<file path="src/rtl/rom_fetch_unit.sv">
// rtl/rom_fetch_unit.sv - byte-wide ROM fetch stage packing little-endian 32-bit instruction words
// Four FETCH cycles fill one word; HOLD presents it with valid/ready; redirect overrides everything.
module rom_fetch_unit #(
  parameter logic [31:0] RESET_PC  = 32'h0000_0000,
  parameter int          ROM_BYTES = 16
) (
  input  logic        sys_clk,
  input  logic        sys_rst,
  input  logic        fetch_en,
  output logic [31:0] rom_addr,
  input  logic [7:0]  rom_data,
  input  logic        redirect_valid,
  input  logic [31:0] redirect_pc,
  output logic        instr_valid,
  input  logic        instr_ready,
  output logic [31:0] instr,
  output logic [31:0] instr_pc
);

  typedef enum logic [1:0] {
    S_IDLE  = 2'd0,
    S_FETCH = 2'd1,
    S_HOLD  = 2'd2
  } state_t;

  state_t      state_q, state_d;
  logic [31:0] pc_q, pc_d;
  logic [1:0]  byte_idx_q, byte_idx_d;
  logic [23:0] asm_q, asm_d;
  logic [31:0] instr_q, instr_d;
  logic [31:0] instr_pc_q, instr_pc_d;
  logic        instr_valid_q, instr_valid_d;

  logic [31:0] pc_plus4;
  logic [31:0] next_pc;
  logic [31:0] redirect_target;

  assign pc_plus4        = pc_q + 32'd4;
  assign next_pc         = (pc_plus4 >= 32'(ROM_BYTES)) ? 32'd0 : pc_plus4;
  assign redirect_target = redirect_pc & ~32'h0000_0003;

  assign rom_addr    = pc_q + {30'd0, byte_idx_q};
  assign instr_valid = instr_valid_q;
  assign instr       = instr_q;
  assign instr_pc    = instr_pc_q;

  always_comb begin
    state_d       = state_q;
    pc_d          = pc_q;
    byte_idx_d    = byte_idx_q;
    asm_d         = asm_q;
    instr_d       = instr_q;
    instr_pc_d    = instr_pc_q;
    instr_valid_d = instr_valid_q;

    case (state_q)
      S_IDLE: begin
        if (fetch_en) state_d = S_FETCH;
      end
      S_FETCH: begin
        byte_idx_d = byte_idx_q + 2'd1;
        case (byte_idx_q)
          2'd0: asm_d[7:0]   = rom_data;
          2'd1: asm_d[15:8]  = rom_data;
          2'd2: asm_d[23:16] = rom_data;
          default: begin
            instr_d       = {rom_data, asm_q};
            instr_pc_d    = pc_q;
            instr_valid_d = 1'b1;
            pc_d          = next_pc;
            asm_d         = 24'd0;
            state_d       = S_HOLD;
          end
        endcase
      end
      S_HOLD: begin
        if (instr_valid_q && instr_ready) begin
          instr_valid_d = 1'b0;
          state_d       = fetch_en ? S_FETCH : S_IDLE;
        end
      end
      default: state_d = S_IDLE;
    endcase

    // Redirect wins over a word completing this cycle; a word handed over this cycle is already gone.
    if (redirect_valid) begin
      pc_d          = redirect_target;
      byte_idx_d    = 2'd0;
      asm_d         = 24'd0;
      instr_d       = instr_q;
      instr_pc_d    = instr_pc_q;
      instr_valid_d = 1'b0;
      state_d       = fetch_en ? S_FETCH : S_IDLE;
    end
  end

  always_ff @(posedge sys_clk or negedge sys_rst) begin
    if (!sys_rst) begin
      state_q       <= S_IDLE;
      pc_q          <= RESET_PC;
      byte_idx_q    <= 2'd0;
      asm_q         <= 24'd0;
      instr_q       <= 32'd0;
      instr_pc_q    <= 32'd0;
      instr_valid_q <= 1'b0;
    end else begin
      state_q       <= state_d;
      pc_q          <= pc_d;
      byte_idx_q    <= byte_idx_d;
      asm_q         <= asm_d;
      instr_q       <= instr_d;
      instr_pc_q    <= instr_pc_d;
      instr_valid_q <= instr_valid_d;
    end
  end

endmodule

</file>
<file path="config.mk">
export PLATFORM = sky130hd
export DESIGN_NAME = rom_fetch_unit
export DESIGN_NICKNAME = d
export VERILOG_FILES = /design/src/rtl/rom_fetch_unit.sv
export SDC_FILE = /design/constraint.sdc
export NUM_CORES = 1
export LEC_CHECK = 0
export CAP_MARGIN = 20
export CORE_MARGIN = 1.5
export CORE_UTILIZATION = 49
export CTS_CLUSTER_SIZE = 20
export DETAILED_ROUTE_END_ITERATION = 16
export GPL_TIMING_DRIVEN = 0
export HOLD_SLACK_MARGIN = 0.05
export PLACE_DENSITY_LB_ADDON = 0.12
export REMOVE_ABC_BUFFERS = 1
export SETUP_SLACK_MARGIN = 0.3
export SYNTH_ARGS = -nofsm -noshare
export SYNTH_HDL_FRONTEND = slang
export SYNTH_SLANG_ARGS = --single-unit
</file>
<file path="constraint.sdc">
create_clock -name sys_clk -period 2.64 [get_ports sys_clk]
set_input_delay 0.264 -clock sys_clk [delete_from_list [all_inputs] [get_ports sys_clk]]
set_output_delay 0.264 -clock sys_clk [all_outputs]
set_load 0.02 [all_outputs]
</file>
* Word level (Yosys, flattened, before mapping)
Index checks and enable logic that the tools add are counted.
** Operators by class
- Add/sub/neg operators :: 3
- Order comparisons :: 1
- Eq/ne operators :: 11
- Mux-type cells :: 21
- Bitwise logic cells :: 2
- Reduce and logical (&&, ||, !) cells :: 16
** Operators by type and width (count)
- 32-bit two-way mux :: 4
- 24-bit two-way mux :: 2
- 8-bit one-hot mux with 2 select lines :: 3
- 32-bit by 2-bit adder with 32-bit output :: 1
- 32-bit by 3-bit adder with 32-bit output (second input constant) :: 1
- 32-bit by 5-bit greater-or-equal comparator with 1-bit output (second input constant) :: 1
- 2-bit two-way mux :: 6
- 3-bit inequality test (second input constant) :: 3
- 3-bit AND reduction :: 3
- 2-bit by 1-bit inequality test with 1-bit output (second input constant) :: 4
- 2-bit AND reduction :: 4
- 2-bit one-hot mux with 3 select lines :: 1
- 2-bit OR reduction :: 3
- 2-bit by 1-bit == test with 1-bit output (second input constant) :: 2
- 2-bit == test (second input constant) :: 2
- 2-bit logical NOT :: 2
- 1-bit two-way mux :: 4
- 3-bit nonzero test :: 1
- 3-bit OR reduction :: 1
- 2-bit by 1-bit adder with 2-bit output (second input constant) :: 1
- 1-bit NOT :: 2
- 1-bit one-hot mux with 2 select lines :: 1
- 2-bit nonzero test :: 1
- 1-bit logical AND :: 1
** Word-level totals
- Register bits after elaboration :: 125
- Bits of input ports :: 45
- Output and inout bits :: 97
- Logic and storage cells :: 63

* Logic depth before layout (Yosys ltp)
- Depth in word-level cells :: 6
- Mapped depth :: 9
- Mapped depth without buffers :: 8

* Worst setup path after synthesis
OpenSTA, ideal clock, no wires.
- Path kind :: reg2reg
- Start :: register pc_q[2]
- End :: register pc_q[2]
- Library setup time :: 0.080 ns
- Data arrival time :: 2.209 ns
- Data required time :: 2.560 ns
- Path slack :: 0.350 ns
- Stages on the path, launching flop included :: 10
- Clock period less this slack :: 2.290 ns
- Cells stage by stage :: dfrtp_1 -> ha_1 -> clkbuf_1 -> inv_1 -> nor4_4 -> nand4_1 -> a211oi_1 -> a31oi_1 -> or4_4 -> o211ai_2
** Between the ends
- Longest elaborated chain between the ends :: 6
** RTL lines
- start: declaration :: RTL line 27 : logic [31:0] pc_q, pc_d;
- start signal: assignment :: RTL line 108 : pc_q <= pc_d;
- 32-bit by 3-bit adder with 32-bit output (*) :: RTL line 38 : assign pc_plus4 = pc_q + 32'd4;
- 32-bit by 5-bit greater-or-equal comparator with 1-bit output :: RTL line 39 : assign next_pc = (pc_plus4 >= 32'(ROM_BYTES)) ? 32'd0 : pc_plus4;
- 32-bit two-way mux (*) :: RTL line 39
- 32-bit two-way mux (*) :: RTL line 62 : case (byte_idx_q)
- 32-bit two-way mux (*) :: RTL line 56 : case (state_q)
- 32-bit two-way mux (*) :: RTL line 86 : if (redirect_valid) begin
Mark *: on every way between the ends. The rest lies on a longest branch, timed or not. The select of a mux whose other input is x is not followed.
A chain may end at the register's enable or synchronous reset.

* Worst setup path after layout
- Start :: register pc_q[4]
- End :: register pc_q[2]
** Between the ends
- Longest elaborated chain between the ends :: 6
** RTL lines (RTL line)
- 32-bit by 3-bit adder with 32-bit output :: 38
- 32-bit by 5-bit greater-or-equal comparator with 1-bit output :: 39
- 32-bit two-way mux :: 39
- 32-bit two-way mux :: 62
- 32-bit two-way mux :: 56
- 32-bit two-way mux :: 86
Every way passes these cells. The select of a mux whose other input is x is not followed.

==> results_dict.tcl <==
set metrics [dict create \
    status "finished clean" \
    hold_violations 0 \
    final_nets 633 \
    cap_violations 0 \
    hp-class "in -> async" \
    clk_pin_slew_ps 60 \
    synth_fa_ha_area_share_pct 1.14 \
    p_int_mw 4.97 \
    grt_use_total_pct 23.6 \
    vias_per_cell 5.56 \
    ys.flop_type "dfrtp_1" \
    powerDensity_nw_per_um2 940 \
    drcViolationCount 0 \
    final_cell_area_um2 7610 \
    relSlewSlack_pct 36.7 \
    synth_compound_gate_area_share_pct 11.4 \
    critPathLaunch "pc_q[4]" \
    cts_buffer_depth 2 \
    grt_pass1_wl_um 21300 \
    ys_warn_count 0 \
    synthCells 468 \
    htree_levels 4 \
    clockPowerShare_pct 32.8 \
    antenna_found_initial 0 \
    finalWirelength_um 13200 \
    fmax_ghz 0.423 \
    worst_slew_pin_slew_ps 949 \
    p_sw_mw 2.18 \
    io_buffers 137 \
    crit_fanout 8 \
    place_inst 692 \
    area_growth_pct 39.3 \
    min_period_over_period_pct 89.6 \
    num_vias 4090 \
    hpwl_um 8840 \
    fin_ws_ps 274 \
    synth_top_cell_area_share_pct 55.4 \
    synthMuxAreaShare_pct 13.3 \
    dieArea_um2 11800 \
    peakVddDrop_v 0.000454 \
    post_drt_wl_per_cell_um 17.9 \
    synth_seq_area_share_pct 55.4 \
    rows 38 \
    avgSynthCellArea_um2 11.7 \
    cts_root_buffer "clkbuf_8" \
    fin_util_pct 70.2 \
    crit_path_end_kind "register" \
    total_power_mw 7.15 \
    netlist_area_um2 5460 \
    ioPinCount 142 \
    instances_no_fill 736 \
    r2r-start "pc_q[4]" \
    rrSetupSlack_ps 270 \
    start_util_pct 50.4 \
    clock_sinks 121 \
    ys_ff_latch 121 \
    cts_made_buffers 17 \
    die_h_um 109 \
    r2r-end "pc_q[2]" \
    synthSimpleGateAreaFrac_pct 11.9 \
    synth_cell_types 50 \
    dpl_cell_area_um2 6850 \
    clk_latency_ps 510 \
    p_comb_share_pct 30.6 \
    path_class "reg -> reg" \
    required_ps 3070 \
    min_period_ps 2370 \
    gp_congestion 0.893 \
    synth_edf_count 0 \
    die_w_um 109 \
    yosys-top-cells-area "dfrtp_1, mux2_2, a22o_1" \
    synth_top_family_by_area "multiplexers" \
    tritoncts "done" \
    first_global_vias 4354 \
    grt_start_max_net_pins 81 \
    rsz0062_at_grt "true" \
    rr_worst_depth 8 \
    synth_top_area_cell "dfrtp_1" \
    core_area_um2 10800 \
    finClkSkew_ps 9.13 \
    p_sw_share_pct 30.5 \
    ant_nets 0 \
    firstDrtPassIters 4 \
    maxSlewViolCount 0 \
    cellLeakagePower_nw 3.29 \
    diodes 0 \
    synth-async-reset-ratio_pct 100 \
    synth-xor-area-share_pct 1.28 \
    gr-total-overflow 0 \
    drive_gt1_share_pct 24.0 \
    setup_viol 0 \
    pre_cts_slack_ps -34.4 \
    pwr-share-seq_pct 36.6 \
    crit_arrival_ps 2800 \
    drt_iter0_markers 147 \
    start_kind "register" \
]
kinds of logic after synthesis:
group                    Yosys count
flip-flops                       121
adder cells (fa/ha/maj)            5
buffers and inverters             67
other                              1
XOR/XNOR                           8
AO/OA/AOI/OAI                     89
AND/OR/NAND/NOR                  112
multiplexers                      65
cells in the final DEF, fill, tap and decap left out, types with 2 or more instances in the layout:
cell / count
bufinv_16: 3
nand2b_1: 10
mux2i_1: 3
o21ai_1: 4
buf_4: 10
a22o_1: 28
xor2_1: 3
and2_1: 3
clkdlybuf4s50_1: 135
a31oi_1: 2
a21oi_1: 6
dfrtp_2: 13
xnor2_1: 5
nor2_1: 15
o21ai_0: 29
nand4_1: 11
nor4_4: 3
mux2_2: 62
a211o_1: 2
ha_1: 4
and3_1: 4
conb_1: 2
clkbuf_8: 5
inv_1: 5
nor3_1: 4
a22oi_1: 2
buf_6: 7
nor4_1: 4
a211oi_1: 4
and4_1: 5
nand3_1: 6
clkinvlp_4: 5
dfrtp_1: 108
nand2_1: 36
clkbuf_16: 16
nand4_4: 2
per-stage QoR:
stage	hold slack, ps	setup TNS [ps]
final	231	0
after detailed placement	200	-49.1
after global routing	268	0
after global placement	457	-903070
after floorplan	-31.6	-223340
after CTS	231	0
cell type report:
| class | instances | area, um^2 |
|---|---|---|
| Fill cell | 835 | 3230 |
| Sequential cell | 121 | 3040 |
| Multi-Input combinational cell | 281 | 2190 |
| Timing Repair Buffer | 157 | 1570 |
| Clock buffer | 22 | 473 |
| Tap cell | 140 | 175 |
| Clock inverter | 10 | 141 |
| Inverter | 5 | 18.8 |
routing by layer:
layer / up-vias / share of wire [%] / global-route usage, %
li1: 1874 / - / -
met1: 2051 / 41 / 27.5
met2: 136 / 51 / 40.6
met3: 29 / 6.1 / 7.35
met4: 0 / 1.9 / 8.93
met5: - / 0 / 0
critical path: stages (launching register included):
cell	delay, ps
dfrtp_2	450
nand4_4	230
buf_4	210
nor4_1	370
xor2_1	110
o21ai_1	160
nand4_1	140
or4_4	470
o211ai_2	140
power groups by stage:
stage	clock [mW]	combinational (mW)	sequential, mW
after floorplan	0	0.578	3.09
after global placement	0	2.11	2.61
after detailed placement	0	2.16	2.65
after CTS	2.38	2.21	2.62
after global routing	2.47	2.33	2.68
final	2.34	2.19	2.62
Yosys cell counts (5+ instances only):
library cell,count
dfrtp_1,121
and4_1,6
xnor2_1,5
mux2_2,62
inv_1,5
clkbuf_1,46
nand4_1,11
nor3_1,5
a21oi_1,7
nor2_1,15
ha_1,5
a22o_1,28
o21ai_0,29
buf_2,8
nand2b_1,10
nand2_1,36
nand3_1,7
flip-flops by register name, indices dropped and copies added, names as in the netlist:
| signal | count |
|---|---|
| asm_q | 24 |
| byte_idx_q | 2 |
| instr | 32 |
| instr_pc | 30 |
| instr_valid | 1 |
| pc_q | 30 |
| state_q | 2 |
worst max path at each step:
stage               to  slack [ps]
2_1_floorplan  pc_q[2]       -4180
3_3_place_gp   pc_q[2]       -8400
3_5_place_dp   pc_q[2]         -30
4_1_cts        pc_q[2]         310
5_1_grt        pc_q[2]         190
6_report       pc_q[2]         270
repair_timing:
item                                    4_1_cts  5_1_grt
hold buffers                                  1        0
resized for setup                            18        4
pin swaps                                     4        5
endpoints found under the hold margin        41        0
endpoints found under the setup margin        2        2
buffers inserted                              9        2
Note: power is estimated with default switching activity, not from simulation.
